==> src/rtl/regfile_ctrl_pkg.sv <==
`default_nettype none
// ============================================================================
//  Module   : regfile_ctrl_pkg
//  Purpose  : Shared widths, register indices and FSM encoding for the
//             rv32i register file access controller.
//  Revision : 1.0 - initial release
// ============================================================================
package regfile_ctrl_pkg;

    localparam int unsigned XLEN   = 32;
    localparam int unsigned REG_AW = 5;

    localparam logic [REG_AW-1:0] REG_X0   = 5'd0;
    localparam logic [REG_AW-1:0] REG_SP   = 5'd2;
    localparam logic [REG_AW-1:0] REG_LAST = 5'd31;

    typedef enum logic [1:0] {
        ST_INIT    = 2'd0,
        ST_IDLE    = 2'd1,
        ST_DBG_ACC = 2'd2,
        ST_DBG_ACK = 2'd3
    } rf_ctrl_state_e;

endpackage : regfile_ctrl_pkg
`default_nettype wire

==> src/rtl/regfile_ctrl_if.sv <==
`default_nettype none
// ============================================================================
//  Module   : regfile_ctrl_if
//  Purpose  : Debug master single-word req/ack access bus.
//  Revision : 1.0 - initial release
// ============================================================================
interface regfile_ctrl_if;
    import regfile_ctrl_pkg::*;

    logic              dbg_req;
    logic              dbg_we;
    logic [REG_AW-1:0] dbg_addr;
    logic [XLEN-1:0]   dbg_wdata;
    logic              dbg_ack;
    logic [XLEN-1:0]   dbg_rdata;

    modport master (
        output dbg_req, dbg_we, dbg_addr, dbg_wdata,
        input  dbg_ack, dbg_rdata
    );

    modport slave (
        input  dbg_req, dbg_we, dbg_addr, dbg_wdata,
        output dbg_ack, dbg_rdata
    );

endinterface : regfile_ctrl_if
`default_nettype wire

==> src/rtl/regfile_init_seq.sv <==
`default_nettype none
// ============================================================================
//  Module   : regfile_init_seq
//  Purpose  : Post-reset sweep pointer (x1..x31) and sticky completion flag.
//  Revision : 1.0 - initial release
// ============================================================================
module regfile_init_seq
    import regfile_ctrl_pkg::*;
#(
    parameter bit INIT_EN = 1'b1
) (
    input  wire logic              clk,
    input  wire logic              rst_n,
    input  wire logic              i_step,
    output logic [REG_AW-1:0]      o_ptr,
    output logic                   o_last,
    output logic                   o_done
);

    logic [REG_AW-1:0] r_ptr;
    logic              r_done;

    assign o_ptr  = r_ptr;
    assign o_last = (r_ptr == REG_LAST);
    assign o_done = r_done;

    always_ff @(posedge clk or negedge rst_n) begin
        if (!rst_n) begin
            r_ptr  <= 5'd1;
            r_done <= 1'b0;
        end else begin
            // Without a sweep the file is declared ready on the first clock.
            if (!INIT_EN) begin
                r_done <= 1'b1;
            end else if (i_step) begin
                if (o_last) begin
                    r_done <= 1'b1;
                end else begin
                    r_ptr <= r_ptr + 5'd1;
                end
            end
        end
    end

endmodule : regfile_init_seq
`default_nettype wire

==> src/rtl/regfile_ctrl.sv <==
`default_nettype none
// ============================================================================
//  Module   : regfile_ctrl
//  Purpose  : Arbitrates the regfile write port and read port 2 between the
//             init sweep, the core and a single-word debug master.
//  Revision : 1.0 - initial release
// ============================================================================
module regfile_ctrl
    import regfile_ctrl_pkg::*;
#(
    parameter bit              INIT_EN    = 1'b1,
    parameter logic [XLEN-1:0] INIT_VALUE = 32'h0000_0000,
    parameter logic [XLEN-1:0] SP_INIT    = 32'h0000_1000
) (
    input  wire logic              clk,
    input  wire logic              rst_n,
    input  wire logic              core_we,
    input  wire logic [REG_AW-1:0] core_wa,
    input  wire logic [XLEN-1:0]   core_wd,
    input  wire logic [REG_AW-1:0] core_ra2,
    output logic [XLEN-1:0]        core_rd2,
    output logic                   core_stall,
    output logic                   init_done,
    regfile_ctrl_if.slave          dbg,
    output logic                   rf_write,
    output logic [REG_AW-1:0]      rf_wa,
    output logic [XLEN-1:0]        rf_wd,
    output logic [REG_AW-1:0]      rf_ra2,
    input  wire logic [XLEN-1:0]   rf_rd2
);

    rf_ctrl_state_e    r_state;
    logic              r_dbg_ack;
    logic [XLEN-1:0]   r_dbg_rdata;

    logic [REG_AW-1:0] w_ptr;
    logic              w_last;
    logic              w_init_step;
    logic              w_rf_write;

    assign w_init_step = (r_state == ST_INIT);

    regfile_init_seq #(
        .INIT_EN (INIT_EN)
    ) u_init_seq (
        .clk    (clk),
        .rst_n  (rst_n),
        .i_step (w_init_step),
        .o_ptr  (w_ptr),
        .o_last (w_last),
        .o_done (init_done)
    );

    always_ff @(posedge clk or negedge rst_n) begin
        if (!rst_n) begin
            r_state     <= INIT_EN ? ST_INIT : ST_IDLE;
            r_dbg_ack   <= 1'b0;
            r_dbg_rdata <= '0;
        end else begin
            r_dbg_ack <= 1'b0;
            case (r_state)
                ST_INIT: begin
                    if (w_last) r_state <= ST_IDLE;
                end
                ST_IDLE: begin
                    if (dbg.dbg_req) r_state <= ST_DBG_ACC;
                end
                ST_DBG_ACC: begin
                    r_state   <= ST_DBG_ACK;
                    r_dbg_ack <= 1'b1;
                    if (!dbg.dbg_we) r_dbg_rdata <= rf_rd2;
                end
                default: begin
                    // Unconditional return guarantees the core an unstalled gap.
                    r_state <= ST_IDLE;
                end
            endcase
        end
    end

    always_comb begin
        w_rf_write = core_we && (core_wa != REG_X0);
        rf_wa      = core_wa;
        rf_wd      = core_wd;
        rf_ra2     = core_ra2;
        case (r_state)
            ST_INIT: begin
                w_rf_write = 1'b1;
                rf_wa      = w_ptr;
                rf_wd      = (w_ptr == REG_SP) ? SP_INIT : INIT_VALUE;
            end
            ST_DBG_ACC: begin
                w_rf_write = dbg.dbg_we && (dbg.dbg_addr != REG_X0);
                rf_wa      = dbg.dbg_addr;
                rf_ra2     = dbg.dbg_addr;
                rf_wd      = dbg.dbg_wdata;
            end
            default: ;
        endcase
    end

    // The reset state is INIT, so the sweep write must be held off while in reset.
    assign rf_write      = w_rf_write && rst_n;
    assign core_stall    = (r_state == ST_INIT) || (r_state == ST_DBG_ACC);
    assign core_rd2      = rf_rd2;
    assign dbg.dbg_ack   = r_dbg_ack;
    assign dbg.dbg_rdata = r_dbg_rdata;

endmodule : regfile_ctrl
`default_nettype wire

==> src/flat_wrapper.sv <==
// flat-port wrapper written by rule: the top's interface ports become plain ports
module regfile_ctrl_flat import regfile_ctrl_pkg::*;
#(
    parameter bit              INIT_EN    = 1'b1,
    parameter logic [XLEN-1:0] INIT_VALUE = 32'h0000_0000,
    parameter logic [XLEN-1:0] SP_INIT    = 32'h0000_1000
)
  (clk, rst_n, core_we, core_wa, core_wd, core_ra2, core_rd2, core_stall, init_done, rf_write, rf_wa, rf_wd, rf_ra2, rf_rd2, dbg_dbg_req, dbg_dbg_we, dbg_dbg_addr, dbg_dbg_wdata, dbg_dbg_ack, dbg_dbg_rdata);
  regfile_ctrl_if dbg_i ();
  input  wire logic clk;
  input  wire logic rst_n;
  input  wire logic core_we;
  input  wire logic [REG_AW-1:0] core_wa;
  input  wire logic [XLEN-1:0] core_wd;
  input  wire logic [REG_AW-1:0] core_ra2;
  output logic [XLEN-1:0] core_rd2;
  output logic core_stall;
  output logic init_done;
  output logic rf_write;
  output logic [REG_AW-1:0] rf_wa;
  output logic [XLEN-1:0] rf_wd;
  output logic [REG_AW-1:0] rf_ra2;
  input  wire logic [XLEN-1:0] rf_rd2;
  input wire logic [$bits(dbg_i.dbg_req)-1:0] dbg_dbg_req;
  input wire logic [$bits(dbg_i.dbg_we)-1:0] dbg_dbg_we;
  input wire logic [$bits(dbg_i.dbg_addr)-1:0] dbg_dbg_addr;
  input wire logic [$bits(dbg_i.dbg_wdata)-1:0] dbg_dbg_wdata;
  output wire logic [$bits(dbg_i.dbg_ack)-1:0] dbg_dbg_ack;
  output wire logic [$bits(dbg_i.dbg_rdata)-1:0] dbg_dbg_rdata;
  assign dbg_i.dbg_req = dbg_dbg_req;
  assign dbg_i.dbg_we = dbg_dbg_we;
  assign dbg_i.dbg_addr = dbg_dbg_addr;
  assign dbg_i.dbg_wdata = dbg_dbg_wdata;
  assign dbg_dbg_ack = dbg_i.dbg_ack;
  assign dbg_dbg_rdata = dbg_i.dbg_rdata;
  regfile_ctrl #(.INIT_EN(INIT_EN), .INIT_VALUE(INIT_VALUE), .SP_INIT(SP_INIT)) u_core (.clk(clk), .rst_n(rst_n), .core_we(core_we), .core_wa(core_wa), .core_wd(core_wd), .core_ra2(core_ra2), .core_rd2(core_rd2), .core_stall(core_stall), .init_done(init_done), .dbg(dbg_i), .rf_write(rf_write), .rf_wa(rf_wa), .rf_wd(rf_wd), .rf_ra2(rf_ra2), .rf_rd2(rf_rd2));
endmodule
==> config.mk <==
export PLATFORM = sky130hd
export DESIGN_NAME = regfile_ctrl_flat
export DESIGN_NICKNAME = d
export VERILOG_FILES = /design/src/rtl/regfile_ctrl_pkg.sv /design/src/rtl/regfile_ctrl_if.sv /design/src/rtl/regfile_init_seq.sv /design/src/rtl/regfile_ctrl.sv /design/src/flat_wrapper.sv
export SDC_FILE = /design/constraint.sdc
export NUM_CORES = 1
export LEC_CHECK = 0
export CORE_ASPECT_RATIO = 1.25
export CORE_MARGIN = 1
export CORE_UTILIZATION = 30
export DETAILED_ROUTE_END_ITERATION = 7
export PLACE_DENSITY = 0.73
export SLEW_MARGIN = 15
export SYNTH_ARGS = -nofsm -noshare
export SYNTH_HDL_FRONTEND = slang
export SYNTH_SLANG_ARGS = --single-unit
==> constraint.sdc <==
create_clock -name clk -period 2.25 [get_ports clk]
set_input_delay 0.45 -clock clk [delete_from_list [all_inputs] [get_ports clk]]
set_output_delay 0.45 -clock clk [all_outputs]
set_load 0.01 [all_outputs]
==> results by group <==
Layout
  • Design area: 4997 µm²
  • Fin nets: 560
  • Multi-input logic area: 1280 µm²
  • Area Growth Syn to Fin: 93.98%
  • Layout cell share with drive strength beyond 1: 31.66%
  • Post-route insts no fill: 537
  • FILL cells: 681
  • FF/Latch Area: 1028 µm²

Synth
  • Syn_area_per_cell: 11.60 µm²
  • Synth Warn #: 0
  • Post-Syn Nets: 344
  • Cells after Synth: 222
  • Register area share after synthesis: 39.87%
  • Post-synth cell types: 30
  • Yosys reg bits: 41
  • Netlist Area Pre-Place: 2576 µm²

Worst setup path
  • Setup crit start kind: flip-flop
  • FF-to-FF End: u_core.dbg.dbg_rdata[1]$_DFFE_PN0P_
  • CP Capture Type: output pin
  • Worst Path Arrival: 1.78 ns
  • RR Startpoint: u_core.r_state[0]$_DFFE_PN0P_
  • Slowest CP cell: dfrtp_1
  • R2r setup slk: 0.37 ns
  • Worst Path Required: 1.80 ns
  • Crit path cell chain: inv_2 -> ha_4 -> buf_6 -> nor2_4 -> buf_6 -> buf_16 -> buf_12 -> a22o_1 -> clkbuf_2
  • CP Class: reg2out
  • Worst Reg-to-Reg Cells: 7
  • Top cell by count, worst path: buf_6
  • CP peak stage delay: 0.40 ns
  • Crit Path Max Fanout: 4

Clocking
  • TritonCTS clock tree: built
  • CTS max path bufs: 2
  • Clock sinks: 41
  • Clock latency on the worst-skew pair: 0.29 ns
  • Num CTS Buffers: 5
  • Hold_buf cts: 0
  • H-tree lvl count: 2
  • Clk slew on worst S/H paths: 0.08 ns
  • Root Driver: clkbuf_8

Worst hold path
  • Min-Delay Path Class: in2async

Pwr
  • Peak VDD IR: 0.5599 mV
  • Leakage: 2.291 nW
  • Cell Pwr Density: 1128 nW/µm²
  • Power, Total: 5.636 mW

STA
  • Max transition margin: 65.32%
  • Final setup fails: 0
  • Post-route minimum period: 2.227 ns
  • Fin crit share: 98.96%
  • Clock skew: 0.003966 ns
  • Max Clk Rate: 449.1 MHz
  • Worst Tran Pin Value: 0.5202 ns
  • RSZ-0062 raised after global routing: true
  • Fin. max-slew vios: 0
  • Fin. Hold Viols: 0
  • TNS Setup: 0 ns
  • WHS: 0.2795 ns

Placed design
  • Post-placement cell count: 514
  • I/O Buffers: 225
  • Final HPWL DP: 7.721 mm
  • Placed Area: 4782 µm²
  • Gp weighted congestion: 0.8722

Floorplanning
  • Die X: 84.89 µm
  • Rows: 37
  • Core area: 8287 µm²
  • DIE HEIGHT: 105.6 µm
  • Initial Utilization: 31.09%
  • Overall die area: 8964 µm²
  • # IOs: 226

Drt
  • Vias: 2,579
  • Drt wl/cell: 18.84 µm
  • Post-route ant nets: 0
  • Residual DRC: 38
  • Initial DRT Pass Iterations: 8
  • Detailed Route WL: 10.12 mm
  • Detailed Route Iter0 Violations: 122
  • Vias per inst: 4.803

Global route
  • GRT Total Usage: 21.98%
  • Vias in the first global route: 2,761
  • Antenna violations before repair: 1
  • Congestion Overflow GR: 0
  • Largest net degree at the start of global routing: 42
  • First-pass GRT wire length: 15.09 mm

Outcome
  • Failing checks: DRC
  • Status: finished with violations

Run
  • Max Cap Viol: 0
[cell type report]
type	instances	area share, %
Timing Repair Buffer	257	48.92
Multi-Input combinational cell	128	25.61
Sequential cell	41	20.58
Tap cell	97	2.429
Clock buffer	7	1.928
Inverter	5	0.3756
Clock inverter	1	0.1002
Antenna cell	1	0.05008
[worst max-delay path by stage]
stage / start / end / slack [ns] / depth (start not counted)
final: u_core.r_state[0]$_DFFE_PN0P_ / rf_wd[30] / 0.02 / 9
after global routing: core_wa[1] / rf_write / -0.07 / 5
after CTS: dbg_dbg_addr[1] / rf_write / -0.06 / 5
after detailed placement: dbg_dbg_addr[1] / rf_write / -0.43 / 5
after global placement: dbg_dbg_addr[1] / rf_write / -0.42 / 5
after floorplan: u_core.r_state[0]$_DFFE_PN0P_ / rf_wd[0] / 0.49 / 6
[stage by stage]
stage          util (%)  setup WS (ns)
2_1_floorplan         -         0.4881
3_3_place_gp      57.71        -0.4212
3_5_place_dp      57.71        -0.4329
4_1_cts           60.49       -0.06158
5_1_grt           60.27       -0.06508
6_report          60.31        0.02333
[worst max-delay path: cells and delay by family, from the launching register on]
kind	cells	cell delay, ns
flops	1	0.40
compound gates	1	0.21
fa+ha+maj	1	0.15
buf+inv	6	0.71
simple gates	1	0.04
[registers in the layout (all words and copies together) (netlist names)]
name                      count
u_core.u_init_seq.o_done      1
u_core.dbg.dbg_rdata         32
u_core.r_state                2
u_core.dbg.dbg_ack            1
u_core.u_init_seq.o_ptr       5
[cell usage after synthesis (all sizes together)]
master | n | share of area (%)
a21o | 1 | 0.29
a21oi | 2 | 0.53
a221o | 1 | 0.39
a22o | 25 | 8.5
a22oi | 5 | 1.5
and3 | 1 | 0.24
buf | 45 | 13
clkbuf | 3 | 0.44
dfrtp | 40 | 39
dfstp | 1 | 1.0
ha | 6 | 2.9
inv | 5 | 0.73
mux2 | 39 | 21
nand2 | 18 | 2.6
nand2b | 6 | 1.5
nand4 | 1 | 0.24
nor2 | 2 | 0.29
nor2b | 3 | 1.0
nor3 | 1 | 0.19
nor4 | 1 | 0.24
o2111ai | 1 | 0.34
o21ai | 10 | 1.9
or4 | 2 | 0.58
xnor2 | 3 | 1.0
[where the power goes]
| part | total [mW] | internal (mW) | switching (mW) |
|---|---|---|---|
| Clock | 0.529 | 0.278 | 0.251 |
| Sequential | 1.35 | 1.11 | 0.241 |
| Combinational | 3.76 | 2.25 | 1.50 |
[timing repair]
action	CTS	global route
setup endpoints to repair	44	38
pin swaps	3	3
setup buffers	9	3
gates resized for setup	142	42
cloned	2	1
[layer usage]
layer	wire (µm)	GRT usage, %	vias up
met5	0	0	-
met4	141	6.416	0
met3	995	7.048	10
met2	5140	38.04	143
met1	3840	25.89	1237
li1	-	-	1189
[kinds of logic (layout without fill, tap and decap cells)]
family	after synthesis	in the layout	synth area share, %
AO/OA/AOI/OAI	45	45	13.45
XOR/XNOR	3	3	1.020
adder cells (fa/ha/maj)	6	6	2.914
buffers and inverters	53	270	14.42
flip-flops	41	41	39.87
multiplexers	39	39	21.42
other	0	1	0
AND/OR/NAND/NOR	35	35	6.897
[layout by cell type (no fill, tap or decap), types with 2 or more instances in the layout]
cell type | synthesis | layout
a22o_1 | 25 | 20
nor2b_4 | 1 | 2
ha_4 | 0 | 2
buf_4 | 34 | 20
buf_6 | 5 | 9
dlygate4sd2_1 | 0 | 3
clkbuf_2 | 0 | 21
ha_1 | 6 | 4
o21ai_1 | 1 | 3
a22oi_1 | 5 | 5
clkbuf_8 | 0 | 7
mux2_4 | 30 | 31
inv_1 | 5 | 3
o21ai_0 | 9 | 7
buf_2 | 6 | 16
dlymetal6s2s_1 | 0 | 3
mux2_2 | 9 | 8
xnor2_1 | 3 | 3
dfrtp_1 | 40 | 39
buf_12 | 0 | 6
clkdlybuf4s50_1 | 0 | 177
nand2b_1 | 6 | 6
inv_2 | 0 | 2
a22o_4 | 0 | 5
nand2_1 | 18 | 18
Note: power is estimated with default switching activity, not from simulation.
